**config.mk**
```make
export PLATFORM = sky130hd
export DESIGN_NAME = trisc_core_param
export DESIGN_NICKNAME = d
export VERILOG_FILES = /design/src/rtl/trisc_core_param.sv
export SDC_FILE = /design/constraint.sdc
export NUM_CORES = 1
export LEC_CHECK = 0
export BUFFER_PORTS_ARGS = -buffer_cell sky130_fd_sc_hd__buf_2
export CAP_MARGIN = 30
export CORE_UTILIZATION = 32
export DETAILED_ROUTE_END_ITERATION = 10
export MAX_ROUTING_LAYER = met4
export SYNTH_ARGS = -nofsm -noshare
export SYNTH_HDL_FRONTEND = slang
export SYNTH_SLANG_ARGS = --single-unit
```
**constraint.sdc**
```tcl
create_clock -name SysClock -period 3 [get_ports SysClock]
set_input_delay 0.15 -clock SysClock [delete_from_list [all_inputs] [get_ports SysClock]]
set_output_delay 0.15 -clock SysClock [all_outputs]
set_load 0.02 [all_outputs]
```
**src/rtl/trisc_core_param.sv**
```systemverilog
// TRISC accumulator core: parametrised width/depth, on-chip program/data RAM,
// program-load port, carry/zero flags, branches, output register and halt.
module trisc_core_param #(
  parameter int DW = 8,
  parameter int AW = 4,
  localparam int IW = 4 + DW
) (
  input  logic          SysClock,
  input  logic          Reset,
  input  logic          Mode,
  input  logic          LoadValid,
  input  logic [IW-1:0] LoadData,
  input  logic          LoadClear,
  output logic [AW-1:0] PC,
  output logic [AW-1:0] LoadAddr,
  output logic [DW-1:0] ACC,
  output logic [DW-1:0] OutReg,
  output logic [3:0]    Opcode,
  output logic          Zero,
  output logic          Carry,
  output logic          Halted
);

  typedef enum logic [2:0] {
    S_IDLE = 3'd0,
    S_F1   = 3'd1,
    S_F2   = 3'd2,
    S_D    = 3'd3,
    S_E    = 3'd4,
    S_HALT = 3'd5
  } state_t;

  localparam logic [3:0] OP_NOP = 4'h0;
  localparam logic [3:0] OP_LDA = 4'h1;
  localparam logic [3:0] OP_STA = 4'h2;
  localparam logic [3:0] OP_ADD = 4'h3;
  localparam logic [3:0] OP_SUB = 4'h4;
  localparam logic [3:0] OP_AND = 4'h5;
  localparam logic [3:0] OP_OR  = 4'h6;
  localparam logic [3:0] OP_LDI = 4'h7;
  localparam logic [3:0] OP_JMP = 4'h8;
  localparam logic [3:0] OP_JZ  = 4'h9;
  localparam logic [3:0] OP_JC  = 4'hA;
  localparam logic [3:0] OP_INC = 4'hB;
  localparam logic [3:0] OP_CLR = 4'hC;
  localparam logic [3:0] OP_NOT = 4'hD;
  localparam logic [3:0] OP_OUT = 4'hE;
  localparam logic [3:0] OP_HLT = 4'hF;

  state_t        state_q, state_d;
  logic [AW-1:0] pc_q, pc_d;
  logic [AW-1:0] load_addr_q, load_addr_d;
  logic [DW-1:0] acc_q, acc_d;
  logic [DW-1:0] out_q, out_d;
  logic [IW-1:0] ir_q, ir_d;
  logic          zero_q, zero_d;
  logic          carry_q, carry_d;

  logic [IW-1:0] mem_q [2**AW];
  logic [IW-1:0] rd_data_q;
  logic [AW-1:0] rd_addr;
  logic          mem_we;
  logic [AW-1:0] mem_waddr;
  logic [IW-1:0] mem_wdata;

  logic [3:0]    opcode;
  logic [DW-1:0] operand;
  logic [AW-1:0] op_addr;
  logic [DW-1:0] mem_operand;
  logic [DW:0]   add_sum;
  logic [DW:0]   inc_sum;
  logic          upd_zero;
  logic          sta_we;

  assign opcode      = ir_q[IW-1:DW];
  assign operand     = ir_q[DW-1:0];
  assign op_addr     = operand[AW-1:0];
  assign mem_operand = rd_data_q[DW-1:0];
  assign add_sum     = {1'b0, acc_q} + {1'b0, mem_operand};
  assign inc_sum     = {1'b0, acc_q} + (DW+1)'(1);

  always_comb begin
    state_d     = state_q;
    pc_d        = pc_q;
    load_addr_d = load_addr_q;
    acc_d       = acc_q;
    out_d       = out_q;
    ir_d        = ir_q;
    zero_d      = zero_q;
    carry_d     = carry_q;
    rd_addr     = pc_q;
    mem_we      = 1'b0;
    mem_waddr   = load_addr_q;
    mem_wdata   = LoadData;
    upd_zero    = 1'b0;
    sta_we      = 1'b0;

    case (state_q)
      S_IDLE: begin
        if (!Mode) begin
          pc_d    = '0;
          acc_d   = '0;
          zero_d  = 1'b0;
          carry_d = 1'b0;
          state_d = S_F1;
        end
      end
      S_F1: begin
        rd_addr = pc_q;
        state_d = Mode ? S_IDLE : S_F2;
      end
      S_F2: begin
        if (Mode) begin
          state_d = S_IDLE;
        end else begin
          ir_d    = rd_data_q;
          pc_d    = pc_q + AW'(1);
          state_d = S_D;
        end
      end
      S_D: begin
        rd_addr = op_addr;
        state_d = Mode ? S_IDLE : S_E;
      end
      S_E: begin
        // An execute cycle always commits, even when Mode aborts the run.
        state_d = (opcode == OP_HLT) ? S_HALT : S_F1;
        if (Mode) state_d = S_IDLE;
        case (opcode)
          OP_LDA: begin acc_d = mem_operand; upd_zero = 1'b1; end
          OP_STA: sta_we = 1'b1;
          OP_ADD: begin {carry_d, acc_d} = add_sum; upd_zero = 1'b1; end
          OP_SUB: begin
            acc_d    = acc_q - mem_operand;
            carry_d  = (acc_q >= mem_operand);
            upd_zero = 1'b1;
          end
          OP_AND: begin acc_d = acc_q & mem_operand; upd_zero = 1'b1; end
          OP_OR:  begin acc_d = acc_q | mem_operand; upd_zero = 1'b1; end
          OP_LDI: begin acc_d = operand; upd_zero = 1'b1; end
          OP_JMP: pc_d = op_addr;
          OP_JZ:  if (zero_q) pc_d = op_addr;
          OP_JC:  if (carry_q) pc_d = op_addr;
          OP_INC: begin {carry_d, acc_d} = inc_sum; upd_zero = 1'b1; end
          OP_CLR: begin acc_d = '0; carry_d = 1'b0; upd_zero = 1'b1; end
          OP_NOT: begin acc_d = ~acc_q; upd_zero = 1'b1; end
          OP_OUT: out_d = acc_q;
          OP_NOP, OP_HLT: ;
          default: ;
        endcase
      end
      S_HALT: begin
        if (Mode) state_d = S_IDLE;
      end
      default: state_d = S_IDLE;
    endcase

    if (upd_zero) zero_d = (acc_d == '0);

    // STA owns the write port; a colliding load strobe is dropped without advancing.
    if (sta_we) begin
      mem_we    = 1'b1;
      mem_waddr = op_addr;
      mem_wdata = {4'h0, acc_q};
    end else if (Mode && !LoadClear && LoadValid) begin
      mem_we      = 1'b1;
      load_addr_d = load_addr_q + AW'(1);
    end
    if (Mode && LoadClear) load_addr_d = '0;
  end

  always_ff @(posedge SysClock) begin
    if (Reset) begin
      state_q     <= S_IDLE;
      pc_q        <= '0;
      load_addr_q <= '0;
      acc_q       <= '0;
      out_q       <= '0;
      ir_q        <= '0;
      zero_q      <= 1'b0;
      carry_q     <= 1'b0;
    end else begin
      state_q     <= state_d;
      pc_q        <= pc_d;
      load_addr_q <= load_addr_d;
      acc_q       <= acc_d;
      out_q       <= out_d;
      ir_q        <= ir_d;
      zero_q      <= zero_d;
      carry_q     <= carry_d;
    end
  end

  // RAM contents survive reset; read is registered with one-cycle latency.
  always_ff @(posedge SysClock) begin
    rd_data_q <= mem_q[rd_addr];
    if (mem_we && !Reset) mem_q[mem_waddr] <= mem_wdata;
  end

  assign PC       = pc_q;
  assign LoadAddr = load_addr_q;
  assign ACC      = acc_q;
  assign OutReg   = out_q;
  assign Opcode   = opcode;
  assign Zero     = zero_q;
  assign Carry    = carry_q;
  assign Halted   = (state_q == S_HALT);

endmodule
```
==> impl_metrics.json <==
{
  "synth_seq_cells": 245,
  "place_ws_ps": 279,
  "hold_path_class": "primary input to flip-flop",
  "syn_to_final_growth_pct": 18.7,
  "die_w_microns": 192,
  "critPathLaunchType": "flip-flop",
  "stdcell_area_sq_mm": 0.0137,
  "worstPathMaxFanout": 4,
  "initial_core_util_pct": 32.5,
  "io_pins": 48,
  "ys_async_sr_fraction_pct": 0,
  "cts_tree": "done",
  "yosysWarnings": 0,
  "firstDrtPassIters": 5,
  "cts_setup_buffers": 0,
  "dpl_cell_area_sq_mm": 0.0128,
  "synthFlopType": "edfxtp_1",
  "end_kind": "flip-flop",
  "globalplace.congestion": 0.969,
  "final-max-slew-violation-count": 0,
  "grt_pass1_vias": 8130,
  "worst_ir_drop_vdd_v": 0.000432,
  "wire_per_inst_microns": 20.2,
  "layout_commonest_cell": "edfxtp_1",
  "cp_num_buf_inv": 1,
  "path_cells": "inv_1 > ha_1 > nor3_1 > a211o_1 > a221o_1 > a221oi_2 > o221ai_2 > a21oi_1 > a2bb2oi_1 > nor2_1",
  "clock_path_buffers": 3,
  "crit_path_start": "rd_data_q[1]",
  "synth.distinct_cells": 72,
  "routed_wl_microns": 32400,
  "vias": 8417,
  "worstPathRequired_ps": 3440,
  "crit_slowest_cell": "dfxtp_1",
  "multi_input_area_sq_mm": 0.00433,
  "grt_usage_pct": 18.1,
  "nets": 1166,
  "synth_edf_count": 192,
  "dp.cells": 1548,
  "port-buffer-count": 47,
  "hold_viol_final": 0,
  "coreArea_sq_mm": 0.0355,
  "grt-ovfl-total": 0,
  "critical_path.max_stage_delay_ps": 450,
  "numCtsBuffers": 27,
  "seq_area_frac_synth_pct": 59.2,
  "setup_ws_ps": 246,
  "post-route-drc-count": 0,
  "clkTransAtPathRegs_ps": 60,
  "n_antenna_cell": 0,
  "drive_gt1_share_pct": 16.9,
  "drt_iter0_drc": 602,
  "grt_setup_unrepaired": "no",
  "tightest_slew_ps": 618,
  "fin_cells": 1601,
  "ff_latch_area_sq_mm": 0.00683,
  "outcome": "complete, no violations",
  "final_cell_mix": "192 x edfxtp_1, 150 x nand2_1, 72 x buf_4",
  "hpwlAfterDp_microns": 21800,
  "cp_top_family": "compound AO/OA/AOI/OAI gates",
  "holdCritStartpoint": "Reset",
  "drtAntennaViolNets": 0,
  "tns_ps": 0,
  "timing.rr.start": "rd_data_q[1]",
  "clock.fmax_mhz": 363,
  "fillCellCount": 3445,
  "grt_max_degree": 54,
  "netlist_area_sq_mm": 0.0115,
  "critPathKind": "flip-flop to flip-flop",
  "cts-root-buf": "clkbuf_16",
  "chipHeight_microns": 192,
  "insertion_delay_ps": 570,
  "rows": 69,
  "grt_pass1_wl_microns": 48900,
  "relSlewSlack_pct": 58.6,
  "synth_fp_nets": 1083,
  "min_period_over_period_pct": 91.8,
  "avgSynthCellArea_sq_um": 11.1,
  "hold_slack_ps": 17.8,
  "cts_resized": 0,
  "htree_levels": 1,
  "dieArea_sq_mm": 0.0368,
  "leakagePower_nw": 4.75,
  "fin_skew_ps": 14.0,
  "finalCriticalPeriod_ps": 2750,
  "vias_per_cell": 5.26,
  "antenna_found_initial": 1,
  "cts.sinks": 245,
  "finalSetupViolCount": 0,
  "crit_arrival_ps": 3190,
  "maxCapViolCount": 0,
  "p_per_area_mw_per_mm2": 544,
  "synth_cells": 1036
}
[synth_stat cells (4+ instances only)]
library cell  count  area [sq um]
a211oi_1         66           495
and2_1           36           225
a22oi_1          11          82.6
a21oi_1          62           310
o22ai_1           4          25.0
dfxtp_1          53          1060
a221oi_1          4          35.0
nor3_1            9          45.0
a311oi_1         24           210
edfxtp_1        192          5770
inv_1            34           128
xnor2_1          10          87.6
clkbuf_1         43           161
mux2i_1          18           180
nor2b_1           6          37.5
nor3b_1           5          37.5
nand2b_1          9          56.3
nor4_1           11          68.8
ha_1             28           350
buf_2            22           110
nand2_1         150           563
and2_0           19           119
o21ai_0          25           125
buf_4             7          52.6
nand3_1          11          55.1
nor2_1           71           267
a31oi_1          33           206
[path summary, 6_finish.rpt]
| check | to | slack (ps) | cells after the start |
|---|---|---|---|
| setup reg to reg | ACC[5] | 250 | 10 |
| hold / removal | ir_q[4] | 20 | 2 |
| hold reg to reg | ir_q[11] | 450 | 2 |
| setup / recovery | ACC[5] | 250 | 10 |
[cell families (layout without fill, tap and decap cells)]
kind of cell    count (synthesis)  in the layout  synth area share (%)
simple gates                  349            349                  14.3
xor+xnor                       13             13                 0.987
mux                            19             19                  1.66
flops                         245            245                  59.2
compound gates                270            270                  16.3
fa+ha+maj                      30             30                  3.38
buf+inv                       110            214                  4.18
[area by class of cell]
class / count / area share (%)
inverter: 36 / 0.987
multi-input combinational: 681 / 31.7
tap: 461 / 4.21
clock inverter: 19 / 1.40
timing repair buffer: 128 / 6.84
sequential: 245 / 49.9
clock buffer: 31 / 5.04
[layer usage]
layer  share of wire, %  GRT usage [%]
met5                  0              -
met3                4.5           2.17
met2                 47           29.3
met1                 46           23.9
met4                2.3           4.55
[stage by stage]
stage          utilization [%]  total power, mW
2_1_floorplan                -             4.03
3_3_place_gp              36.0             4.18
3_5_place_dp              36.0             4.19
4_1_cts                   38.6             7.50
5_1_grt                   38.6             7.66
6_report                  38.6             7.44
[sequential cells by signal (all words and copies together) (netlist names)]
signal and flops:
ACC 8, Carry 1, LoadAddr 4, OutReg 8
PC 4, Zero 1, ir_q 12, mem_q 192
rd_data_q 12, state_q 3
[worst reg2reg max path: stages, from the launching register on]
cell       delay (ps)
dfxtp_1           450
inv_1             170
ha_1              350
nor3_1             60
a211o_1           350
a221o_1           350
a221oi_2          300
o221ai_2          170
a21oi_1           210
a2bb2oi_1         170
nor2_1             50
[what timing repair did]
item | in CTS | in global routing
endpoints found under the setup margin | 0 | 0
hold endpoints to repair | 7 | 0
hold buffers | 2 | 0
[power by group]
part           switching, mW  total (mW)  internal, mW  leakage [nW]
registers             0.0369        3.72          3.68          2.16
logic                  0.260       0.400         0.140          2.16
clock network           1.40        3.32          1.92         0.423
total                   1.70        7.44          5.74          4.75
Power figures use the tool's default switching activity.
